`src/rtl/fmul_wb_tracker.sv`:
```
// fmul_wb_tracker
//   Writeback tracker placed directly downstream of the fixed-latency,
//   non-stalling fmul pipeline. Each accepted multiply's destination tag
//   travels through a shift pipe aligned with fmul. When the tag reaches the
//   end of the pipe, the tag and the fmul result are captured together into a
//   small circular FIFO. The FIFO drains to the register file over valid/ready.
//   Issue is throttled by credits, so a result can never be dropped. A
//   per-register pending mask is exported for hazard checks.
//
// Ports
//   clk          clock
//   reset        synchronous, active-low reset
//   issue_valid  issuer presents operands and issue_rd this cycle
//   issue_rd     destination register tag of the multiply
//   issue_ready  issue accepted when issue_valid && issue_ready
//   fmul_result  fmul output result register
//   wb_valid     FIFO head valid
//   wb_rd        FIFO head tag (0 when empty)
//   wb_data      FIFO head data (0 when empty)
//   wb_ready     register file accepts the head entry
//   pending      bit r set while a multiply targeting r is in flight or queued

module fmul_wb_tracker #(
  parameter int TAG_W = 5,
  parameter int LAT   = 3,
  parameter int DEPTH = 4
) (
  input  logic                clk,
  input  logic                reset,
  input  logic                issue_valid,
  input  logic [TAG_W-1:0]    issue_rd,
  output logic                issue_ready,
  input  logic [31:0]         fmul_result,
  output logic                wb_valid,
  output logic [TAG_W-1:0]    wb_rd,
  output logic [31:0]         wb_data,
  input  logic                wb_ready,
  output logic [2**TAG_W-1:0] pending
);

  localparam int NREG  = 2**TAG_W;
  localparam int PTR_W = (DEPTH > 1) ? $clog2(DEPTH) : 1;
  localparam int CNT_W = $clog2(DEPTH + 1);
  localparam int SUM_W = $clog2(DEPTH + LAT + 1);

  logic [LAT-1:0]   pv_q, pv_d;
  logic [TAG_W-1:0] ptag_q [LAT];
  logic [TAG_W-1:0] ptag_d [LAT];

  logic [TAG_W-1:0] mem_tag_q  [DEPTH];
  logic [TAG_W-1:0] mem_tag_d  [DEPTH];
  logic [31:0]      mem_data_q [DEPTH];
  logic [31:0]      mem_data_d [DEPTH];

  logic [PTR_W-1:0] wr_ptr_q, wr_ptr_d;
  logic [PTR_W-1:0] rd_ptr_q, rd_ptr_d;
  logic [CNT_W-1:0] count_q, count_d;
  logic [NREG-1:0]  pending_q, pending_d;

  logic [SUM_W-1:0] inflight;
  logic             issue_fire;
  logic             push;
  logic             pop;

  function automatic logic [PTR_W-1:0] ptr_inc(input logic [PTR_W-1:0] p);
    return (p == PTR_W'(DEPTH - 1)) ? '0 : p + 1'b1;
  endfunction

  // Number of valid pipe stages. Every one of them holds a future FIFO push.
  always_comb begin
    inflight = '0;
    for (int i = 0; i < LAT; i++) begin
      inflight = inflight + SUM_W'(pv_q[i]);
    end
  end

  // Credit check uses registered state only. A pop in the same cycle is
  // deliberately not credited, which keeps issue_ready off the wb_ready path.
  assign issue_ready = reset
                     && ((SUM_W'(count_q) + inflight) < SUM_W'(DEPTH))
                     && !pending_q[issue_rd];
  assign issue_fire  = issue_valid && issue_ready;

  assign push     = pv_q[LAT-1];
  assign wb_valid = (count_q != '0);
  assign pop      = wb_valid && wb_ready;
  assign wb_rd    = wb_valid ? mem_tag_q[rd_ptr_q]  : '0;
  assign wb_data  = wb_valid ? mem_data_q[rd_ptr_q] : '0;
  assign pending  = pending_q;

  // Tag pipe: stage0 loads on every edge and the pipe never stalls.
  always_comb begin
    pv_d      = '0;
    ptag_d    = ptag_q;
    pv_d[0]   = issue_fire;
    ptag_d[0] = issue_rd;
    for (int i = 1; i < LAT; i++) begin
      pv_d[i]   = pv_q[i-1];
      ptag_d[i] = ptag_q[i-1];
    end
  end

  // FIFO storage and pointers. A push and a pop on the same edge leave the
  // count unchanged.
  always_comb begin
    mem_tag_d  = mem_tag_q;
    mem_data_d = mem_data_q;
    wr_ptr_d   = wr_ptr_q;
    rd_ptr_d   = rd_ptr_q;
    count_d    = count_q;
    if (push) begin
      mem_tag_d[wr_ptr_q]  = ptag_q[LAT-1];
      mem_data_d[wr_ptr_q] = fmul_result;
      wr_ptr_d             = ptr_inc(wr_ptr_q);
    end
    if (pop) begin
      rd_ptr_d = ptr_inc(rd_ptr_q);
    end
    if (push && !pop) begin
      count_d = count_q + 1'b1;
    end else if (pop && !push) begin
      count_d = count_q - 1'b1;
    end
  end

  // Pending mask. The WAW block on issue guarantees that set and clear never
  // hit the same bit on one edge.
  always_comb begin
    pending_d = pending_q;
    if (pop) begin
      pending_d[wb_rd] = 1'b0;
    end
    if (issue_fire) begin
      pending_d[issue_rd] = 1'b1;
    end
  end

  always_ff @(posedge clk) begin
    if (!reset) begin
      pv_q      <= '0;
      wr_ptr_q  <= '0;
      rd_ptr_q  <= '0;
      count_q   <= '0;
      pending_q <= '0;
    end else begin
      pv_q      <= pv_d;
      wr_ptr_q  <= wr_ptr_d;
      rd_ptr_q  <= rd_ptr_d;
      count_q   <= count_d;
      pending_q <= pending_d;
    end
  end

  // Payload storage needs no reset. Its contents are qualified by the valid
  // bits and the count.
  always_ff @(posedge clk) begin
    ptag_q     <= ptag_d;
    mem_tag_q  <= mem_tag_d;
    mem_data_q <= mem_data_d;
  end

endmodule

```
`config.mk`:
```
export PLATFORM = sky130hd
export DESIGN_NAME = fmul_wb_tracker
export DESIGN_NICKNAME = d
export VERILOG_FILES = /design/src/rtl/fmul_wb_tracker.sv
export SDC_FILE = /design/constraint.sdc
export NUM_CORES = 1
export LEC_CHECK = 0
export ABC_AREA = 1
export CORE_MARGIN = 2
export CORE_UTILIZATION = 45
export DETAILED_ROUTE_END_ITERATION = 16
export GPL_ROUTABILITY_DRIVEN = 0
export HOLD_SLACK_MARGIN = 0.06
export PLACE_DENSITY = 0.69
export SLEW_MARGIN = 30
export SYNTH_ARGS = -nofsm -noshare
export SYNTH_HDL_FRONTEND = slang
export SYNTH_SLANG_ARGS = --single-unit
```
`constraint.sdc`:
```
create_clock -name clk -period 8.3 [get_ports clk]
set_input_delay 2.49 -clock clk [delete_from_list [all_inputs] [get_ports clk]]
set_output_delay 2.49 -clock clk [all_outputs]
set_load 0.005 [all_outputs]
```
**Yosys cells after proc, flatten, opt, wreduce, memory -nomap -nowiden**

Index checks and enable logic that the tools add are counted.

- $add $sub $neg: 7
- $lt $le $gt $ge: 8
- Equality and inequality tests: 2
- Mux-type cells: 26
- Bitwise gates (word level): 5
- Reduce and logical (&&, ||, !) cells: 14

Operators by type and width:

| operator | count |
|---|---|
| $mux 32 | 6 |
| $bwmux 128 | 1 |
| $bmux 32 s2 | 1 |
| $demux 32 s2 | 1 |
| $and 32x32->32 | 1 |
| $not 32->32 | 1 |
| $or 32x32->32 | 1 |
| $bwmux 20 | 1 |
| $mux 5 | 4 |
| $lt 5x6->1 const B | 2 |
| $bmux 5 s2 | 1 |
| $demux 1 s5 | 2 |
| $demux 5 s2 | 1 |
| $ge 5x1->1 const B | 2 |
| $logic_and 1x1->1 | 9 |
| $ge 3x3->1 const B | 2 |
| $mux 3 | 2 |
| $not 2->3 | 2 |
| $bmux 1 s5 | 1 |
| $add 2x1->2 const B | 2 |
| $eq 2x2->1 const B | 2 |
| $mux 2 | 2 |
| $add 2x1->3 | 1 |
| $add 3x1->3 const B | 1 |
| other kinds (9) | 13 |

- Bits in registers: 205
- Input port bits: 41
- Output and inout port bits: 71

**Longest topological paths before layout**

Gate-level depths: netlist (run 1).

- Depth in word-level cells: 14
- Mapped depth: 12
- Mapped depth without buffers: 11

**Worst setup path before layout (run 1)**

OpenSTA, ideal clock, no wires.

- Path type: input to output
- From: input port issue_rd[1]
- To: output port issue_ready
- Arrival: 3.542 ns
- Required time: 5.810 ns
- Setup slack: 2.268 ns
- Stages on the path: 11
- Cells stage by stage: buf_4 -> inv_4 -> nor2_1 -> nand2_1 -> nand3_1 -> nand2_1 -> nand2_1 -> nor3_4 -> buf_6 -> nand2_1 -> inv_1

- Word-level cells in the longest chain between the ends: 4

Ends and longest elaborated chain:

| item | RTL line | text |
|---|---|---|
| from (decl) | 31 | `input logic [TAG_W-1:0] issue_rd,` |
| $bmux 1 s5 | 81 | `&& !pending_q[issue_rd];` |
| $mux 1 (implied by the code) | 81 |  |
| $logic_not 1->1 | 81 |  |
| $logic_and 1x1->1 | 81 |  |
| to (decl) | 32 | `output logic issue_ready,` |

Every way passes these cells. The select of a mux whose other input is x is not followed.

**Worst setup path in the final report (run 1)**

Ends and elaborated chain as after synthesis.

==> flow_metrics.env, run 1 <==
export IMPL_cts_tree="yes"
export IMPL_num_antenna_cells=0
export IMPL_slew_violations=0
export IMPL_ctsResizeCount=0
export IMPL_rows=50
export IMPL_yosysTopAreaCellShare_pct=52.5
export IMPL_core_area_um2=18600
export IMPL_crit_type="input pin to output pin"
export IMPL_synth_distinct_cells=23
export IMPL_avgSynthCellArea_um2=10.3
export IMPL_p_per_area_nw_per_um2=287
export IMPL_post_place_ws_ns=1.06
export IMPL_cts_buffers=22
export IMPL_fmax_mhz=138
export IMPL_clock_latency_ns=0.50
export IMPL_initial_utilization_pct=45.6
export IMPL_area_growth_pct=23.4
export IMPL_cts_hold_buf=0
export IMPL_finClkSkew_ns=0.0132
export IMPL_critical_path_required_ns=5.81
export IMPL_crit_fanout=15
export IMPL_ant_nets=0
export IMPL_timing_final_ws_setup_ns=1.03
export IMPL_post_dp_cell_area_um2=9700
export IMPL_hold_path_class="register to register"
export IMPL_setup_violations=0
export IMPL_clock_sinks=205
export IMPL_cts_setup_buffers=0
export IMPL_clockBufferDepth=3
export IMPL_synth_edf_count=148
export IMPL_drt_total_wl_um=19700
export IMPL_p_leak_nw=3.69
export IMPL_synth_seq_cells=205
export IMPL_startpoint_type="input pin"
export IMPL_syn_area_um2=8470
export IMPL_via_count=6315
export IMPL_cp_startpoint="issue_rd[1]"
export IMPL_finalHoldViolations=0
export IMPL_ir_drop_mv=0.157
export IMPL_ys_seq_area_share_pct=66.0
export IMPL_end_kind="output pin"
export IMPL_io_pins=112
export IMPL_final_nets=975
export IMPL_finalSetupTns_ns=0
export IMPL_grt_pass1_wl_um=30600
export IMPL_first_global_vias=5776
export IMPL_crit_arrival_ns=4.78
export IMPL_grt_start_max_net_pins=77
export IMPL_fp_dieH_um=141
export IMPL_die_area_um2=19900
export IMPL_drcViolationCount=0
export IMPL_final_area_um2=10400
export IMPL_dp_hpwl_um=11500
export IMPL_drt_iter0_markers=455
export IMPL_slew_headroom_pct=46.2
export IMPL_netlist_top_cells_count="nor2_1 (173), edfxtp_1 (148), nand2_1 (97)"
export IMPL_synth_most_common_cell="nor2_1"
export IMPL_grt_overflow_total=0
export IMPL_wl_per_cell_um=16.8
export IMPL_cts_htree_levels=1
export IMPL_portBuffers=111
export IMPL_fin_crit_ns=7.27
export IMPL_ctsRootBufferMaster="clkbuf_16"
export IMPL_firstDrtPassIters=6
export IMPL_yosysWarnings=0
export IMPL_min_delay_start="ptag_d[3]"
export IMPL_antenna_found_initial=0
export IMPL_cts_clk_slew_worst_paths_ns=0.06
export IMPL_grt_usage_pct=19.2
export IMPL_die_w_um=141
export IMPL_syn_nets=875
export IMPL_rsz0062_at_grt="no"
export IMPL_synthTopCellsByArea="edfxtp_1 (52%), dfxtp_1 (13%), nor2_1 (7.7%)"
export IMPL_timing_rr_start="rd_ptr_q[0]"
export IMPL_netlist_instances=825
export IMPL_postSynth_asyncResetShare_pct=0
export IMPL_synthFlopType="edfxtp_1"
export IMPL_viasPerCell=5.37
export IMPL_max_cap_violations=0
export IMPL_status="finished, final reports clean"
export IMPL_drive_gt1_share_pct=5.63
export IMPL_synth_area_leader_cell="edfxtp_1"
export IMPL_fin_total_pwr_mw=3.00
export IMPL_period_share_pct=87.5
export IMPL_worstMarginPinSlew_ns=0.807
==> power by group <==
| part | switching, mW | internal (mW) | total, mW | leakage, nW |
|---|---|---|---|---|
| clock | 0.382 | 0.602 | 0.984 | 0.356 |
| sequential | 0.0137 | 1.12 | 1.14 | 1.80 |
| combinational | 0.522 | 0.357 | 0.879 | 1.53 |
==> metrics by stage <==
| stage | hold slack, ns | std cells | utilization (%) |
|---|---|---|---|
| CTS | 0.325 | 1175 | 56.2 |
| floorplan | 0.310 | 825 | - |
| finish | 0.324 | 1175 | 56.2 |
| global route | 0.330 | 1175 | 56.2 |
| detailed placement | 0.313 | 1135 | 52.2 |
| global placement | 0.311 | 1135 | 52.2 |
==> critical path: stages <==
cell and delay, ns:
clkdlybuf4s50_1 0.78, inv_4 0.15, nor2_1 0.33, nand2_1 0.09, nand4_1 0.08, nand2_1 0.05
nand2_1 0.12, nor2_4 0.07, nand2_1 0.12, inv_1 0.06, clkdlybuf4s50_1 0.44
==> sequential cells by signal, summed over array words and instances, names as in the netlist <==
register	count
ptag_q	5
rd_ptr_q	2
pv_q	3
pending	32
count_q	3
ptag_d	10
wr_ptr_q	2
mem_data_q	128
mem_tag_q	20
==> per-layer routing <==
metal	part of all wire (%)	track usage, %	vias to the layer above
met1	44	26.4	2935
met2	46	31.2	285
met3	8.2	3.70	35
met4	1.9	5.79	0
li1	-	-	3060
met5	0	0	-
==> area by class of cell <==
class | instances | area [um2]
fill | 1573 | 8130
sequential | 205 | 5590
multi-input combinational | 531 | 2470
timing repair buffer | 122 | 1190
clock buffer | 27 | 591
tap | 234 | 293
inverter | 43 | 164
clock inverter | 13 | 155
==> layout by cell type (no fill, tap or decap) <==
master	instances
clkbuf_16	23
a21oi_1	72
clkinv_2	2
nor2_4	1
inv_4	1
clkbuf_1	4
bufinv_16	3
edfxtp_1	148
inv_2	4
clkinv_4	1
nand3_1	29
clkdlybuf4s50_1	110
ha_1	7
nand3_2	1
o21ai_0	96
nor2_1	173
dfxtp_1	56
nor3_4	1
fa_1	2
buf_2	1
o21ai_1	7
clkinv_1	6
nand4_1	36
inv_1	36
dfxtp_2	1
nor3_1	9
buf_4	11
clkinv_8	1
nand2_1	97
clkinvlp_4	2
==> logic make-up (layout without fill, tap and decap cells) <==
group	count (synthesis)	in the layout	synth area share (%)
AND/OR/NAND/NOR	347	347	17.3
flip-flops	205	205	66.0
buffers and inverters	89	205	4.88
adder cells (fa/ha/maj)	9	9	1.51
AO/OA/AOI/OAI	175	175	10.3
==> worst paths after layout <==
kind / end / slack, ns / depth (start not counted)
setup / recovery: issue_ready / 1.03 / 11
hold / removal: ptag_q[3] / 0.32 / 0
setup reg to reg: pending[18] / 5.66 / 11
hold reg to reg: ptag_q[3] / 0.32 / 0
Note: power is estimated with default switching activity, not from simulation.
==> run 2, diff against run 1 <==
==> constraint.sdc (replaced) <==
create_clock -name clk -period 8.28 [get_ports clk]
set_input_delay 2.484 -clock clk [delete_from_list [all_inputs] [get_ports clk]]
set_output_delay 2.484 -clock clk [all_outputs]
set_load 0.005 [all_outputs]
==> run 2 against run 1 <==
Effect of this change: count of clock-buffer cells in the layout down 2; sequential share of layout area up 0.65 points; global-route usage about the same; cell area down 1.2%; sequential power about the same; worst hold slack better by 0.0017 ns; non-clock buffer count unchanged; power down 4.3%; via count down 0.59%; final cell count down 0.26%; clock power down 14%; wire length down 0.28%.
==> flow_metrics.env, run 2 (synthesis results as in run 1) <==
export IMPL_crit_type="input pin to output pin"
export IMPL_core_area_um2=18600
export IMPL_p_switching_uw=892
export IMPL_comb_power_share_pct=30.7
export IMPL_layout_common_cells="nor2_1 (173), edfxtp_1 (148), clkdlybuf4s50_1 (110), nand2_1 (97), o21ai_0 (96)"
export IMPL_cp_common_cell="nand2_1"
export IMPL_sequentialPowerShare_pct=39.7
export IMPL_regMostFlops="mem_data_q"
export IMPL_slew_headroom_pct=45.5
export IMPL_rsz0062_at_grt="no"
export IMPL_io_pins=112
export IMPL_cts_tree="yes"
export IMPL_critical_path_required_ns=5.80
export IMPL_clock_latency_ns=0.49
export IMPL_end_kind="output pin"
export IMPL_crit_fanout=15
export IMPL_finClkSkew_ns=0.00662
export IMPL_slew_violations=0
export IMPL_largest_reg_flops=128
export IMPL_crit_arrival_ns=4.81
export IMPL_finalNonFillerCells=1172
export IMPL_status="finished, final reports clean"
export IMPL_first_global_vias=5916
export IMPL_clkPwrFrac_pct=29.6
export IMPL_p_int_mw=1.98
export IMPL_p_leak_nw=3.64
export IMPL_fmax_mhz=137
export IMPL_dp_hpwl_um=11500
export IMPL_slowest_stage="clkdlybuf4s50_1"
export IMPL_clock_sinks=205
export IMPL_final_nets=974
export IMPL_cts_htree_levels=1
export IMPL_rows=50
export IMPL_initial_utilization_pct=45.6
export IMPL_swShare_pct=31.1
export IMPL_crit_chain="clkdlybuf4s50_1 -> inv_4 -> nor2_1 -> nand2_1 -> nand3_1 -> nand2_1 -> nand2_1 -> nor3_4 -> nand2_1 -> inv_1 -> clkdlybuf4s50_1"
export IMPL_finalHoldViolations=0
export IMPL_num_antenna_cells=0
export IMPL_hold_path_class="register to register"
export IMPL_setup_violations=0
export IMPL_drcViolationCount=0
export IMPL_antenna_found_initial=0
export IMPL_period_share_pct=88.0
export IMPL_die_area_um2=19900
export IMPL_final_common_cell="nor2_1"
export IMPL_viasPerCell=5.36
export IMPL_finalSetupTns_ns=0
export IMPL_clockBufferDepth=3
export IMPL_drt_iter0_markers=488
export IMPL_via_count=6278
export IMPL_max_stage_delay_ns=0.78
export IMPL_grt_start_max_net_pins=77
export IMPL_p_per_area_nw_per_um2=278
export IMPL_wl_per_cell_um=16.8
export IMPL_ctsResizeCount=0
export IMPL_cp_num_buf_inv=4
export IMPL_cts_setup_buffers=0
export IMPL_cts_clk_slew_worst_paths_ns=0.06
export IMPL_die_w_um=141
export IMPL_worstMarginPinSlew_ns=0.817
export IMPL_max_cap_violations=0
export IMPL_place_inst=1135
export IMPL_ant_nets=0
export IMPL_ir_drop_mv=0.172
export IMPL_cts_hold_buf=0
export IMPL_portBuffers=111
export IMPL_fp_dieH_um=141
export IMPL_grt_pass1_wl_um=30500
export IMPL_crit_family="buffers and inverters"
export IMPL_area_growth_pct=21.9
export IMPL_startpoint_type="input pin"
export IMPL_fin_crit_ns=7.29
export IMPL_drt_total_wl_um=19600
export IMPL_ctsRootBufferMaster="clkbuf_16"
export IMPL_drive_gt1_share_pct=4.90
export IMPL_cts_buffers=21
export IMPL_grt_overflow_total=0
export IMPL_grt_usage_pct=19.2
export IMPL_firstDrtPassIters=5
[run 2: changes by cell type in the layout (fill, tap and decap cells not counted), sizes merged]
cell | before | now
bufinv | 3 | 1
clkbuf | 27 | 25
clkinv | 10 | 12
clkinvlp | 2 | 0
inv | 41 | 42
[run 2: final cells by class]
class	count	area, um2
Fill cell	1597	8260
Clock inverter	12	78.8
Inverter	43	164
Clock buffer	25	541
Sequential cell	205	5590
Multi-Input combinational cell	531	2470
Timing Repair Buffer	122	1190
Tap cell	234	293
[run 2: worst reg2reg max path, delay by kind of cell (launching register included)]
| kind | cells | cell delay [ns] |
|---|---|---|
| buf+inv | 3 | 0.97 |
| simple gates | 6 | 0.92 |
| flops | 1 | 0.32 |
| compound gates | 2 | 0.30 |
[run 2: per-layer routing]
layer  share of wire (%)  track usage, %  vias to the layer above
met5                   0               0                        -
met4                 2.3            6.21                        0
met3                 7.6            2.89                       39
met2                  46            31.4                      255
met1                  44            26.5                     2928
li1                    -               -                     3056
[run 2: final timing paths]
| check | from | to | slack (ns) | cells past startpoint |
|---|---|---|---|---|
| worst max-delay path | issue_rd[1] | issue_ready | 0.99 | 11 |
| worst min-delay path | ptag_d[8] | ptag_d[3] | 0.33 | 0 |
| worst max register to register | rd_ptr_q[0] | pending[18] | 5.64 | 11 |
| worst min register to register | ptag_d[8] | ptag_d[3] | 0.33 | 0 |
[run 2: power groups by stage]
| stage | logic [mW] | clock network, mW | registers, mW |
|---|---|---|---|
| 2_1_floorplan | 0.462 | 0 | 1.16 |
| 3_3_place_gp | 0.867 | 0 | 1.16 |
| 3_5_place_dp | 0.876 | 0 | 1.16 |
| 4_1_cts | 0.881 | 0.869 | 1.14 |
| 5_1_grt | 0.969 | 0.905 | 1.14 |
| 6_report | 0.881 | 0.850 | 1.14 |
[run 2: metrics by stage]
stage | util, % | cell area [um2] | total power [mW] | setup slack [ns] | hold slack (ns)
2_1_floorplan | - | 8470 | 1.62 | 2.26 | 0.310
6_report | 55.5 | 10300 | 2.87 | 0.991 | 0.326
5_1_grt | 55.5 | 10300 | 3.01 | 0.855 | 0.331
3_5_place_dp | 52.2 | 9700 | 2.04 | 1.03 | 0.313
4_1_cts | 55.5 | 10300 | 2.89 | 1.02 | 0.322
3_3_place_gp | 52.2 | 9710 | 2.03 | 1.09 | 0.311
==> patch, RTL diff (flow settings as in run 2) <==
Reset style: asynchronous (`reset`), changed in one clocked block. Comments in the files are not updated.
--- a/src/rtl/fmul_wb_tracker.sv
+++ b/src/rtl/fmul_wb_tracker.sv
@@ -135,7 +135,7 @@
     end
   end
 
-  always_ff @(posedge clk) begin
+  always_ff @(posedge clk or negedge reset) begin
     if (!reset) begin
       pv_q      <= '0;
       wr_ptr_q  <= '0;
Check against the original RTL: differs if reset is asserted again (counterexample within 4 cycles, from zero or initial values and one cycle with reset low); with reset held inactive, the same outputs for 4 cycles.
==> patch against run 2 <==
- worst setup slack worse by 0.45 ns
- sequential cell count unchanged
- synthesized area up 1.6%
- power up 22%
- global-route usage up 0.78 points
- final area up 1.8%
- routed wire length up 1.7%
- highest routed layer unchanged
==> patch: results <==
set metrics [dict create \
    routed-wl-met3_um 1575 \
    grtUsageMet1_pct 26.41 \
    status "finished clean" \
    async_flop_share_pct 20.49 \
    fin_setup_tns_ns 0 \
    r2r-start "rd_ptr_q[1]$_DFFE_PN0P_" \
    drive_gt1_share_pct 5.748 \
    slowest_delay_ns 0.82 \
    worstPathArrival_ns 5.26 \
    finalHoldWorstSlack_ns 0.3139 \
    synthesis.nets 856 \
    nets 957 \
    synth_common_cells "170 x nor2_1, 148 x edfxtp_1, 122 x nand2_1" \
    grt_use_met3_pct 4.004 \
    grt_pass1_vias 6086 \
    crit_path_start "issue_rd[0]" \
    skew_ns 0.01550 \
    dp_slack_ns 0.6171 \
    drt-total-wl_um 19970 \
    via_per_inst 5.294 \
    wl_met1_um 8533 \
    antenna_found_initial 0 \
    worst_slack_ns 0.5368 \
    track_usage_pct 19.98 \
    irDropWorstVdd_mv 0.2304 \
    crit_fanout 34 \
    synth_cell_types 32 \
    h-tree-depth 1 \
    ys_seq_area_share_pct 67.35 \
    cts-buffers-inserted 21 \
    yosysWarnings 0 \
    tightest_slew_ns 0.8229 \
    route.met2.wl_um 9388 \
    grt_max_degree 77 \
    r2r_end "pending[18]$_DFF_PN0_" \
    slew_viol_final 0 \
    hpwl_um 11490 \
    fillers 1545 \
    routed.top_layer "met4" \
    drt_iter0_markers 534 \
    ys_top_cells_by_area "edfxtp_1 52%, dfrtp_1 12%, nor2_1 7.4%" \
    cts.repair.resized 0 \
    hold_end "ptag_q[0]$_DFF_P_" \
    ff2ff_path_depth 8 \
    use_met2_pct 33.46 \
    holdCritStartpoint "ptag_d[0]$_DFF_P_" \
    p_leak_uw 0.004031 \
    endpoint "issue_ready" \
    cts_buffer_depth 3 \
    synth_edf_count 148 \
    r2r_slack_ns 5.27 \
    grt_pass1_wl_um 31810 \
]
==> patch: cell type report <==
class                   instances  area [µm²]  area share (%)
clock buffers                  30       589.3           5.610
clock inverters                 8       91.34          0.8695
inverters                      36       140.1           1.334
multi-input cells             522        2419           23.02
flip-flops and latches        205        5797           55.18
well taps                     234       292.8           2.787
repair buffers                121        1176           11.20
==> patch: cells by family after synthesis <==
family	after synthesis	synth area share, %
AOI/OAI and AO/OA	138	8.069
xor gates and xnor gates	2	0.2036
adders and majority gates	9	1.483
buffers and inverters	79	4.551
DFF	205	67.35
muxes	1	0.1308
and+or+nand+nor	372	18.22
==> patch: metrics by stage <==
step	instances	instance area, µm²
after floorplan	806	8606
after global placement	1118	9827
after detailed placement	1118	9824
after CTS	1156	10510
after global routing	1156	10510
final	1156	10510
==> patch: where the power goes <==
part	total, µW	leakage, µW	internal, µW	switching (µW)
registers	1310	0.00202	1230	79.0
clock network	925	0.000335	558	368
logic	1270	0.00168	556	714
total	3510	0.00403	2350	1160
